$ cat src/rtl/mmio_stream_fifo.sv
// mmio_stream_fifo
//   Memory-mapped FIFO bridge. A CPU pushes halfwords through a small register
//   window; the head of the FIFO is presented on a valid/ready stream port.
//   An interrupt fires when the fill level falls to or below a programmable
//   threshold (edge detected, so a stuck-low level raises it only once).
//
// Ports
//   clk_i           system clock
//   reset_i         asynchronous active-high reset
//   write_i/read_i  single-cycle bus strobes
//   addr_i          halfword register index (0 DATA, 1 STATUS, 2 CTRL, 3 IRQ)
//   data_i/data_o   bus write data / registered bus read data (1-cycle latency)
//   stream_data_o   FIFO head word (combinational from the array)
//   stream_valid_o  head word available (stream_en & ~empty)
//   stream_ready_i  consumer accepts the head word
//   int_o           level interrupt (pending & int_en)

module mmio_stream_fifo #(
  parameter int DEPTH_BITS = 4,
  parameter int WIDTH      = 16
) (
  input  logic             clk_i,
  input  logic             reset_i,
  input  logic             write_i,
  input  logic             read_i,
  input  logic [1:0]       addr_i,
  input  logic [WIDTH-1:0] data_i,
  output logic [WIDTH-1:0] data_o,
  output logic [WIDTH-1:0] stream_data_o,
  output logic             stream_valid_o,
  input  logic             stream_ready_i,
  output logic             int_o
);

  localparam int DEPTH = 1 << DEPTH_BITS;
  localparam int CW    = DEPTH_BITS + 1;

  localparam logic [1:0] ADDR_DATA   = 2'd0;
  localparam logic [1:0] ADDR_STATUS = 2'd1;
  localparam logic [1:0] ADDR_CTRL   = 2'd2;
  localparam logic [1:0] ADDR_IRQ    = 2'd3;

  // Storage and state
  logic [WIDTH-1:0]      mem_r [DEPTH];
  logic [DEPTH_BITS-1:0] rptr_r;
  logic [DEPTH_BITS-1:0] wptr_r;
  logic [CW-1:0]         count_r;
  logic                  overflow_r;
  logic                  pending_r;
  logic [CW-1:0]         threshold_r;
  logic                  int_en_r;
  logic                  stream_en_r;
  logic                  low_q_r;
  logic [WIDTH-1:0]      data_r;

  // Combinational helpers
  logic                  full_s;
  logic                  empty_s;
  logic                  wr_data_s;
  logic                  wr_status_s;
  logic                  wr_ctrl_s;
  logic                  wr_irq_s;
  logic                  pop_s;
  logic                  push_s;
  logic                  ovf_set_s;
  logic                  low_s;
  logic                  irq_edge_s;
  logic [CW-1:0]         count_nxt_s;
  logic                  pending_nxt_s;
  logic                  overflow_nxt_s;
  logic [WIDTH-1:0]      rd_mux_s;

  assign full_s      = (count_r == CW'(DEPTH));
  assign empty_s     = (count_r == CW'(0));

  assign wr_data_s   = write_i && (addr_i == ADDR_DATA);
  assign wr_status_s = write_i && (addr_i == ADDR_STATUS);
  assign wr_ctrl_s   = write_i && (addr_i == ADDR_CTRL);
  assign wr_irq_s    = write_i && (addr_i == ADDR_IRQ);

  assign stream_valid_o = stream_en_r && !empty_s;
  assign stream_data_o  = mem_r[rptr_r];
  assign int_o          = pending_r && int_en_r;
  assign data_o         = data_r;

  // A pop can only happen when the head is valid, so a push into an empty
  // FIFO never pops in the same cycle.
  assign pop_s     = stream_valid_o && stream_ready_i;
  // When full, a push is still accepted if the same cycle frees a slot.
  assign push_s    = wr_data_s && (!full_s || pop_s);
  assign ovf_set_s = wr_data_s && full_s && !pop_s;

  // A threshold at or above DEPTH keeps low asserted for good.
  assign low_s      = (count_r <= threshold_r);
  assign irq_edge_s = low_s && !low_q_r && int_en_r;

  // Next fill level from push/pop combination
  always_comb begin
    count_nxt_s = count_r;
    if (push_s && !pop_s) begin
      count_nxt_s = count_r + CW'(1);
    end else if (pop_s && !push_s) begin
      count_nxt_s = count_r - CW'(1);
    end else begin
      count_nxt_s = count_r;
    end
  end

  // Sticky flags: a new interrupt edge beats a same-cycle software clear
  always_comb begin
    pending_nxt_s  = pending_r;
    overflow_nxt_s = overflow_r;
    if (irq_edge_s) begin
      pending_nxt_s = 1'b1;
    end else if (wr_irq_s && data_i[0]) begin
      pending_nxt_s = 1'b0;
    end else begin
      pending_nxt_s = pending_r;
    end
    if (ovf_set_s) begin
      overflow_nxt_s = 1'b1;
    end else if (wr_status_s && data_i[WIDTH-1]) begin
      overflow_nxt_s = 1'b0;
    end else begin
      overflow_nxt_s = overflow_r;
    end
  end

  // Register read multiplexer (uses pre-write state for same-cycle writes)
  always_comb begin
    rd_mux_s = '0;
    case (addr_i)
      ADDR_DATA: begin
        rd_mux_s = mem_r[rptr_r];
      end
      ADDR_STATUS: begin
        rd_mux_s[WIDTH-1] = overflow_r;
        rd_mux_s[WIDTH-2] = full_s;
        rd_mux_s[WIDTH-3] = empty_s;
        rd_mux_s[CW-1:0]  = count_r;
      end
      ADDR_CTRL: begin
        rd_mux_s[CW-1:0] = threshold_r;
        rd_mux_s[8]      = int_en_r;
        rd_mux_s[9]      = stream_en_r;
      end
      ADDR_IRQ: begin
        rd_mux_s[0] = pending_r;
      end
      default: begin
        rd_mux_s = '0;
      end
    endcase
  end

  // FIFO array write port; contents are intentionally not reset
  always_ff @(posedge clk_i) begin
    if (push_s) begin
      mem_r[wptr_r] <= data_i;
    end
  end

  // Pointers, fill level and sticky status flags
  always_ff @(posedge clk_i or posedge reset_i) begin
    if (reset_i) begin
      rptr_r     <= '0;
      wptr_r     <= '0;
      count_r    <= '0;
      overflow_r <= 1'b0;
      pending_r  <= 1'b0;
      low_q_r    <= 1'b1;
    end else begin
      if (push_s) begin
        wptr_r <= wptr_r + DEPTH_BITS'(1);
      end
      if (pop_s) begin
        rptr_r <= rptr_r + DEPTH_BITS'(1);
      end
      count_r    <= count_nxt_s;
      overflow_r <= overflow_nxt_s;
      pending_r  <= pending_nxt_s;
      low_q_r    <= low_s;
    end
  end

  // Control register
  always_ff @(posedge clk_i or posedge reset_i) begin
    if (reset_i) begin
      threshold_r <= '0;
      int_en_r    <= 1'b0;
      stream_en_r <= 1'b0;
    end else if (wr_ctrl_s) begin
      threshold_r <= data_i[CW-1:0];
      int_en_r    <= data_i[8];
      stream_en_r <= data_i[9];
    end
  end

  // Bus read data register: captured on the read strobe, held otherwise
  always_ff @(posedge clk_i or posedge reset_i) begin
    if (reset_i) begin
      data_r <= '0;
    end else if (read_i) begin
      data_r <= rd_mux_s;
    end
  end

endmodule

$ cat config.mk
export PLATFORM = sky130hd
export DESIGN_NAME = mmio_stream_fifo
export DESIGN_NICKNAME = d
export VERILOG_FILES = /design/src/rtl/mmio_stream_fifo.sv
export SDC_FILE = /design/constraint.sdc
export NUM_CORES = 1
export LEC_CHECK = 0
export BUFFER_PORTS_ARGS = -buffer_cell sky130_fd_sc_hd__buf_2
export CAP_MARGIN = 20
export CORE_MARGIN = 2
export CORE_UTILIZATION = 40
export DETAILED_ROUTE_END_ITERATION = 12
export SLEW_MARGIN = 20
export SYNTH_ARGS = -nofsm -noshare
export SYNTH_HDL_FRONTEND = slang
export SYNTH_SLANG_ARGS = --single-unit
export TNS_END_PERCENT = 100
$ cat constraint.sdc
create_clock -name clk_i -period 4.05 [get_ports clk_i]
set_input_delay 0.2025 -clock clk_i [delete_from_list [all_inputs] [get_ports clk_i]]
set_output_delay 0.2025 -clock clk_i [all_outputs]
set_load 0.05 [all_outputs]
==> summary.md <==
| Metric | Value |
|---|---|
| Worst reg-to-reg setup slack | `1.00 ns` |
| Maximum buffer depth of the clock tree | `3` |
| Post-synth cell types | `50` |
| Outcome | `finished, final reports clean` |
| Slew @ Worst Pin | `0.927 ns` |
| # IOs | `57` |
| Post-route ant nets | `0` |
| Reg2reg start | `count_r[0]` |
| Share of cells above drive strength 1 | `30.2%` |
| Async set or reset register ratio after synthesis | `13.2%` |
| Worst-path fanout max | `51` |
| CTS buffer count | `30` |
| PwrDens | `705 nW/um2` |
| Chip height | `177 um` |
| CTS root buf | `clkbuf_16` |
| Rel. slew slack | `38.2%` |
| Clock Skews | `0.0198 ns` |
| Reg2reg end | `count_r[4]` |
| Clk Latency, worst-skew pair | `0.55 ns` |
| Port Buffers | `56` |
| Die Wd | `177 um` |
| DRC | `0` |
| First-pass GRT wire length | `39.9 mm` |
| Number of max-cap violations | `0` |
| Pre-Repair DR Iteration Count | `5` |
| FF+latch count, synth | `295` |
| Via-to-Cell Ratio | `5.46` |
| CP Launch Type | `register` |
| Final Hold Viols | `0` |
| Final RePlAce weighted congestion | `0.774` |
| Num rows | `63` |
| DRT iter0 DRCs | `622` |
| Worst hold slack | `0.0344 ns` |
| P&R area growth vs syn | `15.2%` |
| Yosys warning count | `0` |
| Max Clock Freq | `307 MHz` |
| H-tree depth | `1` |
| Clock Sinks | `295` |
| Mean Syn Cell Area | `19.0 um2` |
| Maximum VDD drop | `0.000338 V` |
| Hold Path End | `mem_r[0][10]` |
| Largest net degree at the start of global routing | `52` |
| Sequential fraction of the synthesis area | `72.7%` |
| Nets | `750` |
| Crit path kind | `reg -> out` |
| Diode count | `0` |
| Dpl hpwl | `17.1 mm` |
| Post-Syn Instances | `627` |
| Ys flop type | `edfxtp_1` |
| Period utilization | `80.5%` |
| Switching share of total power | `35.0%` |
| Reg power frac | `40.1%` |
| Syn nets | `665` |
| Die Area | `31200 um2` |
| Final Setup Violations | `0` |
| CP Capture Type | `output pin` |
| Number of synthesized flops with an enable pin | `256` |
| Vias | `6143` |
| Crit path DAT | `3.06 ns` |
| CP required | `3.85 ns` |
| Worst min-delay path class | `in -> reg` |
| Post-CTS Setup Inserts | `0` |
| Total Neg Setup Slack | `0 ns` |
| Tmin final | `3.26 ns` |
| Max Slew Vio Count | `0` |
| Clock share of power | `27.8%` |
| Worst r2r path cells | `12` |
| WL final | `26.7 mm` |
| Min-delay src | `data_i[10]` |
| Total internal power | `6.28 mW` |
| Gate power share | `32.1%` |
| GRT overflow | `0` |
| Starting Density | `40.4%` |
| Total leakage power | `4.69 nW` |
| Initial antenna violation count | `0` |
| Overall Global Routing Usage | `17.3%` |
| Net Sw Power | `3.39 mW` |
| Clock transition at path regs | `0.07 ns` |
| CTS tree | `built` |
| Synthesized area | `11900 um2` |
| Unrepaired setup endpoints after global routing | `no` |
| Core Footprint | `29500 um2` |
| Vias in the first global route | `6441` |
| Post-DR wirelength/cell | `23.7 um` |
| Cells on Worst Hold Path | `1` |
| Fill cells | `2474` |
[logic make-up after synthesis]
group / count (synthesis) / share of synthesized area (%)
mux: 86 / 14.3
buf+inv: 53 / 2.32
compound gates: 70 / 4.24
xor+xnor: 11 / 0.809
flops: 295 / 72.7
fa+ha+maj: 15 / 1.64
simple gates: 97 / 3.94
[flip-flops by register name, summed over array words and instances, names as in the netlist]
| name | flops |
|---|---|
| pending_r | 1 |
| stream_en_r | 1 |
| overflow_r | 1 |
| int_en_r | 1 |
| low_q_r | 1 |
| wptr_r | 4 |
| threshold_r | 5 |
| rptr_r | 4 |
| count_r | 5 |
| data_o | 16 |
| mem_r | 256 |
[repair_timing]
item | 4_1_cts | 5_1_grt
hold buffers | 1 | 0
hold endpoints to repair | 38 | 0
gates resized for setup | 0 | 0
[routing by layer]
metal | vias to the layer above | track usage (%) | routed length (um)
li1 | 2676 | - | -
met1 | 3223 | 23.9 | 11300
met2 | 198 | 28.5 | 13200
met3 | 46 | 2.48 | 1450
met4 | 0 | 5.82 | 760
met5 | - | 0 | 0
[synthesized netlist by cell type (6+ instances only)]
master	number	area share [%]
o21ai_1	6	0.25
xnor2_1	9	0.66
nor3_1	7	0.29
mux4_1	6	1.3
inv_1	21	0.66
ha_1	14	1.5
nor2_1	24	0.76
mux4_2	58	11
o21ai_0	6	0.25
a21oi_1	8	0.34
nand2b_1	6	0.32
mux2_2	11	1.0
nand2_1	31	0.98
a22oi_1	22	1.4
mux2i_1	10	0.84
buf_2	10	0.42
clkbuf_1	8	0.25
nor2b_1	10	0.53
dfrtp_1	38	8.0
nand3_1	8	0.34
edfxtp_1	256	65
[power by group through the flow]
stage / registers (mW) / logic, mW / clock network (mW)
2_1_floorplan: 3.83 / 2.42 / 0
3_3_place_gp: 3.94 / 3.09 / 0
3_5_place_dp: 3.96 / 3.12 / 0
4_1_cts: 3.89 / 3.13 / 2.75
5_1_grt: 3.93 / 3.31 / 2.86
6_report: 3.88 / 3.10 / 2.69
[cells in the final DEF, fill, tap and decap left out, types with 14 or more instances in the layout]
master	Yosys	layout
edfxtp_1	256	256
mux4_2	58	58
buf_2	10	56
dfrtp_1	38	36
nand2_1	31	31
clkbuf_16	0	31
buf_4	3	28
a22oi_1	22	22
inv_1	21	20
ha_1	14	14
[layout make-up]
cell class	count	area (um2)	share of cell area, %
clock inverter	12	113	0.821
clock buffer	44	855	6.23
timing repair buffer	85	500	3.65
tap	390	488	3.56
multi-input combinational	279	3020	22.0
inverter	21	78.8	0.574
sequential	295	8670	63.2
[worst max path at each step]
stage | startpoint | end | slack, ns | cells past startpoint
6_report | rptr_r[0] | stream_data_o[10] | 0.79 | 5
3_3_place_gp | count_r[0] | count_r[4] | 1.12 | 12
2_1_floorplan | addr_i[0] | mem_r[3][0] | 1.32 | 6
3_5_place_dp | count_r[0] | count_r[4] | 1.02 | 12
4_1_cts | rptr_r[0] | stream_data_o[5] | 0.70 | 5
5_1_grt | rptr_r[0] | stream_data_o[5] | 0.51 | 5
[per-stage QoR]
| stage | setup WS [ns] | cells | util [%] | area, um2 | power, mW |
|---|---|---|---|---|---|
| global placement | 1.12 | 1069 | 43.2 | 12700 | 7.03 |
| finish | 0.789 | 1126 | 46.5 | 13700 | 9.67 |
| floorplan | 1.32 | 627 | - | 11900 | 6.25 |
| global route | 0.512 | 1126 | 46.5 | 13700 | 10.1 |
| detailed placement | 1.02 | 1069 | 43.2 | 12700 | 7.08 |
| CTS | 0.699 | 1126 | 46.5 | 13700 | 9.77 |
[worst max-delay path, cell delays in order (launching register included)]
cell and delay (ns):
dfrtp_4 1.02, buf_4 0.37, mux4_2 0.54, a22oi_1 0.21
nand2_1 0.11, buf_2 0.22
Note: power is estimated with default switching activity, not from simulation.
